<file path="src/rtl/rs_ldst_issue_if.sv">
// Issue-port bundle between the LDST reservation station/dispatch side and the
// in-order issue controller.
interface rs_ldst_issue_if #(
    parameter int ENT_NUM = 4,
    parameter int ENT_SEL = 2
);
    logic               we1;
    logic [ENT_SEL-1:0] waddr1;
    logic               we2;
    logic [ENT_SEL-1:0] waddr2;
    logic [ENT_NUM-1:0] busyvec;
    logic [ENT_NUM-1:0] ready;
    logic               prmiss;
    logic               prsuccess;
    logic [ENT_NUM-1:0] prbusyvec_next;
    logic               mem_stall;
    logic               clearbusy;
    logic [ENT_SEL-1:0] issueaddr;
    logic               ex_valid;
    logic [ENT_SEL-1:0] ex_addr;
    logic [ENT_SEL:0]   qcount;
    logic               ord_err;

    modport master (
        output we1, waddr1, we2, waddr2, busyvec, ready, prmiss, prsuccess,
               prbusyvec_next, mem_stall,
        input  clearbusy, issueaddr, ex_valid, ex_addr, qcount, ord_err
    );

    modport slave (
        input  we1, waddr1, we2, waddr2, busyvec, ready, prmiss, prsuccess,
               prbusyvec_next, mem_stall,
        output clearbusy, issueaddr, ex_valid, ex_addr, qcount, ord_err
    );
endinterface

</file>
<file path="src/rtl/rs_ldst_issue.sv">
// In-order issue controller for the LDST reservation station: age queue of entry
// indices, head-only issue, one-stage launch register, mispredict compaction.
module rs_ldst_issue #(
    parameter int ENT_NUM = 4,
    parameter int ENT_SEL = 2
) (
    input  logic             clk,
    input  logic             reset,
    rs_ldst_issue_if.slave   bus
);
    localparam logic [ENT_SEL:0] CNT_MAX = (ENT_SEL+1)'(ENT_NUM);
    localparam logic [ENT_SEL:0] CNT_ONE = (ENT_SEL+1)'(1);

    logic [ENT_SEL-1:0] ord_reg   [ENT_NUM];
    logic [ENT_SEL-1:0] ord_next  [ENT_NUM];
    logic [ENT_SEL-1:0] shift_ord [ENT_NUM];
    logic [ENT_SEL:0]   cnt_reg, cnt_next;
    logic               ex_valid_reg;
    logic [ENT_SEL-1:0] ex_addr_reg;
    logic               ord_err_reg, ord_err_next;
    logic [ENT_SEL-1:0] head;
    logic               clearbusy;
    logic [ENT_SEL:0]   fill;
    logic [ENT_SEL:0]   keep;

    assign head      = ord_reg[0];
    assign clearbusy = (cnt_reg != '0) & bus.ready[head] & ~bus.mem_stall & ~bus.prmiss;

    // Queue as it looks after the head leaves; the top slot refills with zero.
    genvar gi;
    generate
        for (gi = 0; gi < ENT_NUM; gi++) begin : g_shift
            if (gi < ENT_NUM - 1) begin : g_mid
                assign shift_ord[gi] = ord_reg[gi+1];
            end else begin : g_top
                assign shift_ord[gi] = '0;
            end
        end
    endgenerate

    always_comb begin
        ord_next     = ord_reg;
        cnt_next     = cnt_reg;
        ord_err_next = ord_err_reg;
        fill         = cnt_reg;
        keep         = '0;

        // A live head must still be busy in the station.
        if ((cnt_reg != '0) && !bus.busyvec[head] && !bus.prmiss)
            ord_err_next = 1'b1;

        if (bus.prmiss) begin
            for (int i = 0; i < ENT_NUM; i++)
                ord_next[i] = '0;
            for (int i = 0; i < ENT_NUM; i++) begin
                if (((ENT_SEL+1)'(i) < cnt_reg) && bus.prbusyvec_next[ord_reg[i]]) begin
                    ord_next[keep[ENT_SEL-1:0]] = ord_reg[i];
                    keep = keep + CNT_ONE;
                end
            end
            cnt_next = keep;
        end else begin
            if (clearbusy) begin
                ord_next = shift_ord;
                fill     = cnt_reg - CNT_ONE;
            end
            // The station sets no busy bits on a resolving-correct cycle.
            if (!bus.prsuccess) begin
                if (bus.we1 && bus.we2 && (bus.waddr1 == bus.waddr2))
                    ord_err_next = 1'b1;
                if (bus.we1) begin
                    if (fill < CNT_MAX) begin
                        ord_next[fill[ENT_SEL-1:0]] = bus.waddr1;
                        fill = fill + CNT_ONE;
                    end else begin
                        ord_err_next = 1'b1;
                    end
                end
                if (bus.we2) begin
                    if (fill < CNT_MAX) begin
                        ord_next[fill[ENT_SEL-1:0]] = bus.waddr2;
                        fill = fill + CNT_ONE;
                    end else begin
                        ord_err_next = 1'b1;
                    end
                end
            end
            cnt_next = fill;
        end
    end

    always_ff @(posedge clk or negedge reset) begin
        if (!reset) begin
            for (int i = 0; i < ENT_NUM; i++)
                ord_reg[i] <= '0;
            cnt_reg      <= '0;
            ex_valid_reg <= 1'b0;
            ex_addr_reg  <= '0;
            ord_err_reg  <= 1'b0;
        end else begin
            for (int i = 0; i < ENT_NUM; i++)
                ord_reg[i] <= ord_next[i];
            cnt_reg      <= cnt_next;
            ord_err_reg  <= ord_err_next;
            ex_valid_reg <= clearbusy;
            if (clearbusy)
                ex_addr_reg <= head;
        end
    end

    assign bus.clearbusy = clearbusy;
    assign bus.issueaddr = head;
    assign bus.ex_valid  = ex_valid_reg;
    assign bus.ex_addr   = ex_addr_reg;
    assign bus.qcount    = cnt_reg;
    assign bus.ord_err   = ord_err_reg;
endmodule

</file>
<file path="src/flat_wrapper.sv">
// flat-port wrapper written by rule: the top's interface ports become plain ports
module rs_ldst_issue_flat 
#(
    parameter int ENT_NUM = 4,
    parameter int ENT_SEL = 2
)
  (clk, reset, bus_we1, bus_waddr1, bus_we2, bus_waddr2, bus_busyvec, bus_ready, bus_prmiss, bus_prsuccess, bus_prbusyvec_next, bus_mem_stall, bus_clearbusy, bus_issueaddr, bus_ex_valid, bus_ex_addr, bus_qcount, bus_ord_err);
  rs_ldst_issue_if #(.ENT_NUM(ENT_NUM), .ENT_SEL(ENT_SEL)) bus_i ();
  input  logic clk;
  input  logic reset;
  input wire logic [$bits(bus_i.we1)-1:0] bus_we1;
  input wire logic [$bits(bus_i.waddr1)-1:0] bus_waddr1;
  input wire logic [$bits(bus_i.we2)-1:0] bus_we2;
  input wire logic [$bits(bus_i.waddr2)-1:0] bus_waddr2;
  input wire logic [$bits(bus_i.busyvec)-1:0] bus_busyvec;
  input wire logic [$bits(bus_i.ready)-1:0] bus_ready;
  input wire logic [$bits(bus_i.prmiss)-1:0] bus_prmiss;
  input wire logic [$bits(bus_i.prsuccess)-1:0] bus_prsuccess;
  input wire logic [$bits(bus_i.prbusyvec_next)-1:0] bus_prbusyvec_next;
  input wire logic [$bits(bus_i.mem_stall)-1:0] bus_mem_stall;
  output wire logic [$bits(bus_i.clearbusy)-1:0] bus_clearbusy;
  output wire logic [$bits(bus_i.issueaddr)-1:0] bus_issueaddr;
  output wire logic [$bits(bus_i.ex_valid)-1:0] bus_ex_valid;
  output wire logic [$bits(bus_i.ex_addr)-1:0] bus_ex_addr;
  output wire logic [$bits(bus_i.qcount)-1:0] bus_qcount;
  output wire logic [$bits(bus_i.ord_err)-1:0] bus_ord_err;
  assign bus_i.we1 = bus_we1;
  assign bus_i.waddr1 = bus_waddr1;
  assign bus_i.we2 = bus_we2;
  assign bus_i.waddr2 = bus_waddr2;
  assign bus_i.busyvec = bus_busyvec;
  assign bus_i.ready = bus_ready;
  assign bus_i.prmiss = bus_prmiss;
  assign bus_i.prsuccess = bus_prsuccess;
  assign bus_i.prbusyvec_next = bus_prbusyvec_next;
  assign bus_i.mem_stall = bus_mem_stall;
  assign bus_clearbusy = bus_i.clearbusy;
  assign bus_issueaddr = bus_i.issueaddr;
  assign bus_ex_valid = bus_i.ex_valid;
  assign bus_ex_addr = bus_i.ex_addr;
  assign bus_qcount = bus_i.qcount;
  assign bus_ord_err = bus_i.ord_err;
  rs_ldst_issue #(.ENT_NUM(ENT_NUM), .ENT_SEL(ENT_SEL)) u_core (.clk(clk), .reset(reset), .bus(bus_i));
endmodule
</file>
<file path="config.mk">
export PLATFORM = sky130hd
export DESIGN_NAME = rs_ldst_issue_flat
export DESIGN_NICKNAME = d
export VERILOG_FILES = /design/src/rtl/rs_ldst_issue_if.sv /design/src/rtl/rs_ldst_issue.sv /design/src/flat_wrapper.sv
export SDC_FILE = /design/constraint.sdc
export NUM_CORES = 1
export LEC_CHECK = 0
export CAP_MARGIN = 25
export CORE_MARGIN = 2
export CORE_UTILIZATION = 40
export CTS_BUF_LIST = sky130_fd_sc_hd__clkbuf_4 sky130_fd_sc_hd__clkbuf_8 sky130_fd_sc_hd__clkbuf_16
export CTS_CLUSTER_SIZE = 30
export DETAILED_ROUTE_END_ITERATION = 8
export PLACE_DENSITY = 0.76
export SYNTH_ARGS = -nofsm -noshare
export SYNTH_HDL_FRONTEND = slang
export SYNTH_SLANG_ARGS = --single-unit
</file>
<file path="constraint.sdc">
create_clock -name clk -period 3 [get_ports clk]
set_input_delay 0.6 -clock clk [delete_from_list [all_inputs] [get_ports clk]]
set_output_delay 0.6 -clock clk [all_outputs]
set_load 0.005 [all_outputs]
</file>
**After elaboration in Yosys (flattened, before gate mapping)**

Index checks and enable logic that the tools add are counted.
Widths: inputs -> output; s select.

- Add/subtract/negate cells: 6
- Equality and inequality tests: 1
- Mux-type cells: 69
- Div/mod/pow operators: 0
- Bitwise operators: 10
- $mul: 0
- Shift operators: 0
- Magnitude comparators: 20
- Reductions and logical operators: 16

Operators with widths:

| cell | number |
|---|---|
| $mux 8 | 15 |
| $mux 3 | 16 |
| $bwmux 8 | 5 |
| $demux 2 s2 | 5 |
| $add 3x1->3 const B | 5 |
| $ge 3x3->1 const B | 5 |
| $lt 3x1->1 const B | 5 |
| $mux 1 | 15 |
| $not 2->3 | 5 |
| $mux 2 | 7 |
| $logic_and 1x1->1 | 13 |
| $bmux 1 s2 | 6 |
| $lt 2x3->1 const B | 4 |
| $lt 1x3->1 const A | 2 |
| $lt 2x3->1 const A | 2 |
| $lt 3x3->1 const B | 2 |
| $and 1x1->1 | 3 |
| $reduce_bool 3->1 | 1 |
| $sub 3x1->3 const B | 1 |
| $eq 2x2->1 | 1 |
| $logic_not 1->1 | 2 |
| $not 1->1 | 2 |

- Register bits: 15
- Output and inout bits: 10
- Memories: 0
- RAM bits: 0
- Logic and storage cells: 130
- Bits in latches: 0
- ROM bits: 0

**Longest topological paths before layout**

- Depth after elaboration: 22
- Mapped depth: 15

**Worst setup path before layout**

No wires, ideal clock.

- Path kind: input-to-reg
- From: input port bus_ready[3]
- To: register u_core.ord_reg[3] (netlist name)
- Slack: -0.040 ns
- Required time: 2.871 ns
- Arrival time: 2.911 ns
- Library setup time: 0.129 ns
- Cell stages on the path: 9
- Cell sequence: mux4_2 -> and4_2 -> a21oi_2 -> inv_1 -> ha_1 -> nor3b_1 -> a211oi_4 -> o311a_1 -> o41a_1

RTL lines:

| element | line | RTL |
|---|---|---|
| start, declared | flat_wrapper.sv:16 | `input wire logic [$bits(bus_i.ready)-1:0] bus_ready;` |
| end signal, assigned by index | rs_ldst_issue.sv:102 | `ord_reg[i] <= ord_next[i];` |
| end, declared | rs_ldst_issue.sv:14 | `logic [ENT_SEL-1:0] ord_reg [ENT_NUM];` |

**Final worst setup path**

- From: input port bus_ready[3]
- To: register u_core.cnt_reg[0] (netlist: u_core.bus.qcount[0])

- Word-level cells in the longest chain between the ends: 17
- Elaborated cells on any way between the ends: 19
- Classes of those cells: add/sub (2); order compare (2); mux (12); bitwise (3)

RTL lines:

| element | line | RTL |
|---|---|---|
| $bmux 1 s2 * | rs_ldst_issue.sv:27 | `assign clearbusy = (cnt_reg != '0) & bus.ready[head] & ~bus.mem_stall & ~bus.prmiss;` |
| $mux 1 (implied by the code) * | rs_ldst_issue.sv:27 |  |
| $and 1x1->1 * (3 in a row) | rs_ldst_issue.sv:27 |  |
| $mux 3 * | rs_ldst_issue.sv:63 | `if (clearbusy) begin` |
| $mux 3 * | rs_ldst_issue.sv:52 | `if (bus.prmiss) begin` |
| $add 3x1->3 / $lt 3x3->1 (equally long branches) | rs_ldst_issue.sv:74, rs_ldst_issue.sv:72 |  |
| $mux 3 | rs_ldst_issue.sv:72 | `if (fill < CNT_MAX) begin` |
| $mux 3 | rs_ldst_issue.sv:71 | `if (bus.we1) begin` |
| $mux 3 | rs_ldst_issue.sv:68 | `if (!bus.prsuccess) begin` |
| $mux 3 | rs_ldst_issue.sv:52 |  |
| $add 3x1->3 / $lt 3x3->1 (equally long branches) | rs_ldst_issue.sv:82, rs_ldst_issue.sv:80 |  |
| $mux 3 | rs_ldst_issue.sv:80 | `if (fill < CNT_MAX) begin` |
| $mux 3 | rs_ldst_issue.sv:79 | `if (bus.we2) begin` |
| $mux 3 * | rs_ldst_issue.sv:68 |  |
| $mux 3 * | rs_ldst_issue.sv:52 |  |
| net u_core.cnt_next[0] | rs_ldst_issue.sv:17 | `logic [ENT_SEL:0] cnt_reg, cnt_next;` |
| end signal, assigned | rs_ldst_issue.sv:103 | `cnt_reg <= cnt_next;` |
| end, declared | rs_ldst_issue.sv:17 |  |

Mark *: on every way through the listed nets, which the timed path passes. The rest lies on a longest branch. The select of a mux whose other input is x is not followed.
A chain may end at the register's enable or synchronous reset.

==> flow_summary.toml <==
[status]
status = "finished, final reports clean"

[cts]
clock_latency_ns = 0.26
cts_buffers = 3
cts-root-buf = "clkbuf_8"
clock_path_buffers = 2
cts-htree-levels = 1
clk_pin_slew_ns = 0.07
clkSinkCount = 15
cts_tree = "done"

[place]
placed_cells = 379
dp_slack_ns = -0.4698
dp_hpwl_mm = 5.247
numPortBuffers = 32
gp_congestion = 1.046

[global_route]
grt_max_degree = 17
grtUsageTotal_pct = 24.17
antenna_found_initial = 0
grt-ovfl-total = 0
grt_pass1_wl_mm = 10.54
grt_pass1_vias = 2216

[power_and_ir_drop]
p_leak_nw = 1.205
ir_worst_vdd_mv = 0.2702
powerDensity_nw_per_um2 = 832.6

[die]
die_x_um = 75.73
dieArea_um2 = 5735
num_rows = 26
core-area_um2 = 5042
die_h_um = 75.73
io_pins = 33
floorplan.initialDensity_pct = 40.82

[route]
firstDrtPassIters = 4
drc = 0
wl_per_cell_um = 17.36
wirelength_mm = 6.700
via_count = 2358
avgViaCountPerCell = 6.109
final_antenna_net_count = 0
drtIter0Drc = 224

[logic_synthesis]
synth_compound_area_share_pct = 24.56
synth.area.mux_share_pct = 12.52
synth_top_family_by_area = "simple AND/OR/NAND/NOR gates"
synthCells = 249
yosys.area_share.simple_pct = 26.87
syn_area_per_cell_um2 = 8.266
async_reset_ff_share_pct = 100.0
synth-xor-area-share_pct = 2.553
ys.flop_type = "dfrtp_1"
synth_fp_nets = 284
yosys_register_bits = 15
synth_area_um2 = 2058
ys_seq_area_share_pct = 18.24
ys_types = 71
yosysWarnings = 0
synth-edff-count = 0
synthAdderAreaFrac_pct = 7.295

[cells_and_area]
fill_cells = 451
drive_above_1_share_pct = 30.06
fin_nets = 352
layout_commonest_cell = "buf_4"
largest_reg_flops = 6
final_cells = 386
multi_input_area_um2 = 1607
antenna_cells = 0
area_delta_synth_final_pct = 40.24
regArea_um2 = 375.4
layout_common_cells = "49 x buf_4, 25 x clkdlybuf4s50_1, 24 x nand2_1"

[critical_path]
crit_type = "primary input to flop"
end_kind = "flop"
critical_path_arrival_ns = 3.08
critPathMaxFanout = 6
worstPathCellList = "dlygate4sd2_1 > mux4_2 > a31o_1 > and2_4 > inv_6 > ha_2 > buf_4 > nor2_1 > a2111oi_2 > xnor2_1 > o21ai_0"
start_kind = "primary input"
cp_slowest_cell = "mux4_2"
crit_buf_inv = 3
max_stage_delay_ns = 0.53
worstPathRequired_ns = 3.16
crit_family = "compound AO/OA/AOI/OAI gates"

[sta]
fmax_mhz = 342.3
fin_crit_ns = 2.921
rsz0062_at_grt = "no"
maxSlewHeadroom_pct = 52.24
setup_viol = 0
worstMarginPinSlew_ns = 0.7142
min_period_over_period_pct = 97.38
drv_slew = 0
hold_viol = 0
layout_setup_ws_ns = 0.07864
skew_ns = 0.002465

[flow_run]
drv_cap = 0

[worst_hold_path]
hp-class = "flop to flop"
-- Yosys cell counts (3+ instances only) --
cell / number / area, µm²
a31oi_1: 5 / 31.28
or3_1: 4 / 25.02
clkbuf_1: 8 / 30.03
nor3_1: 5 / 25.02
nand4_1: 7 / 43.79
nor4_1: 3 / 18.77
and2_1: 7 / 43.79
nor3b_1: 4 / 30.03
nand3_1: 13 / 65.06
a21oi_1: 8 / 40.04
a21o_1: 4 / 30.03
a211oi_1: 4 / 30.03
inv_1: 15 / 56.30
nand2_1: 25 / 93.84
mux2_2: 4 / 45.04
o21ai_0: 7 / 35.03
xnor2_1: 5 / 43.79
buf_2: 7 / 35.03
nor2_1: 11 / 41.29
ha_1: 12 / 150.1
mux2i_1: 7 / 70.07
dfrtp_1: 15 / 375.4
o211ai_1: 3 / 22.52
mux4_2: 4 / 90.09
-- per-stage QoR --
stage,cell area (µm²),total power [W],TNS [ns],hold WS [ns],utilization [%]
floorplan,2063,0.001364,0,0.3044,-
global placement,2729,0.001989,-4.236,0.4599,54.12
detailed placement,2729,0.002021,-4.884,0.4659,54.12
CTS,2868,0.002345,0,0.4817,56.87
global route,2887,0.002573,0,0.5143,57.25
finish,2887,0.002403,0,0.4810,57.25
-- worst register-to-register path, stage by stage (launching register included) --
cell and delay [ns]:
dfrtp_1 0.46, mux4_2 0.59, a31o_1 0.26, and2_4 0.16, inv_6 0.07, ha_2 0.21
buf_4 0.16, nor2_1 0.08, a2111oi_2 0.42, xnor2_1 0.14, o21ai_0 0.23
-- area by class of cell --
cell class                 instances  share of cell area (%)
clock buffer                       3                   1.430
clock inverter                     1                  0.1734
inverter                          17                   2.384
multi-input combinational        198                   55.66
sequential                        15                   13.00
tap                               70                   3.034
timing repair buffer              82                   24.32
-- path summary, 6_finish.rpt --
kind                       slack (ns)  depth (start not counted)                       to                    start
max                              0.08                         11     u_core.bus.qcount[0]             bus_ready[3]
min                              0.48                          2    u_core.bus.ex_addr[0]    u_core.bus.ex_addr[0]
max reg2reg                      0.14                         10     u_core.bus.qcount[0]  u_core.bus.issueaddr[0]
min reg2reg                      0.48                          2    u_core.bus.ex_addr[0]    u_core.bus.ex_addr[0]
max in group asynchronous        1.78                          1  u_core.bus.issueaddr[0]                    reset
min in group asynchronous        0.77                          1        u_core.ord_reg[3]                    reset
-- kinds of logic (layout without fill, tap and decap cells) --
logic type,after synthesis,after routing
compound gates,64,64
xor+xnor,6,6
fa+ha+maj,12,12
buf+inv,36,103
flops,15,15
mux,17,17
simple gates,99,99
-- metal layers --
metal	wire length [µm]	share of wire [%]	global-route usage, %
met1	2896	43	31.89
met2	3200	48	41.26
met3	456	6.8	3.836
met4	147	2.2	6.043
met5	0	0	0
-- what timing repair did --
| item | 4_1_cts | 5_1_grt |
|---|---|---|
| gates resized for setup | 24 | 7 |
| gates cloned | 0 | 0 |
| hold buffers | 0 | 0 |
| setup endpoints to repair | 12 | 8 |
| pin swaps | 7 | 2 |
| setup buffers | 3 | 0 |
-- report_power, final --
group,internal (W),switching [W]
registers,0.000263,0.0000913
clock network,0.0000923,0.0000819
logic,0.000952,0.000922
Power figures use the tool's default switching activity.
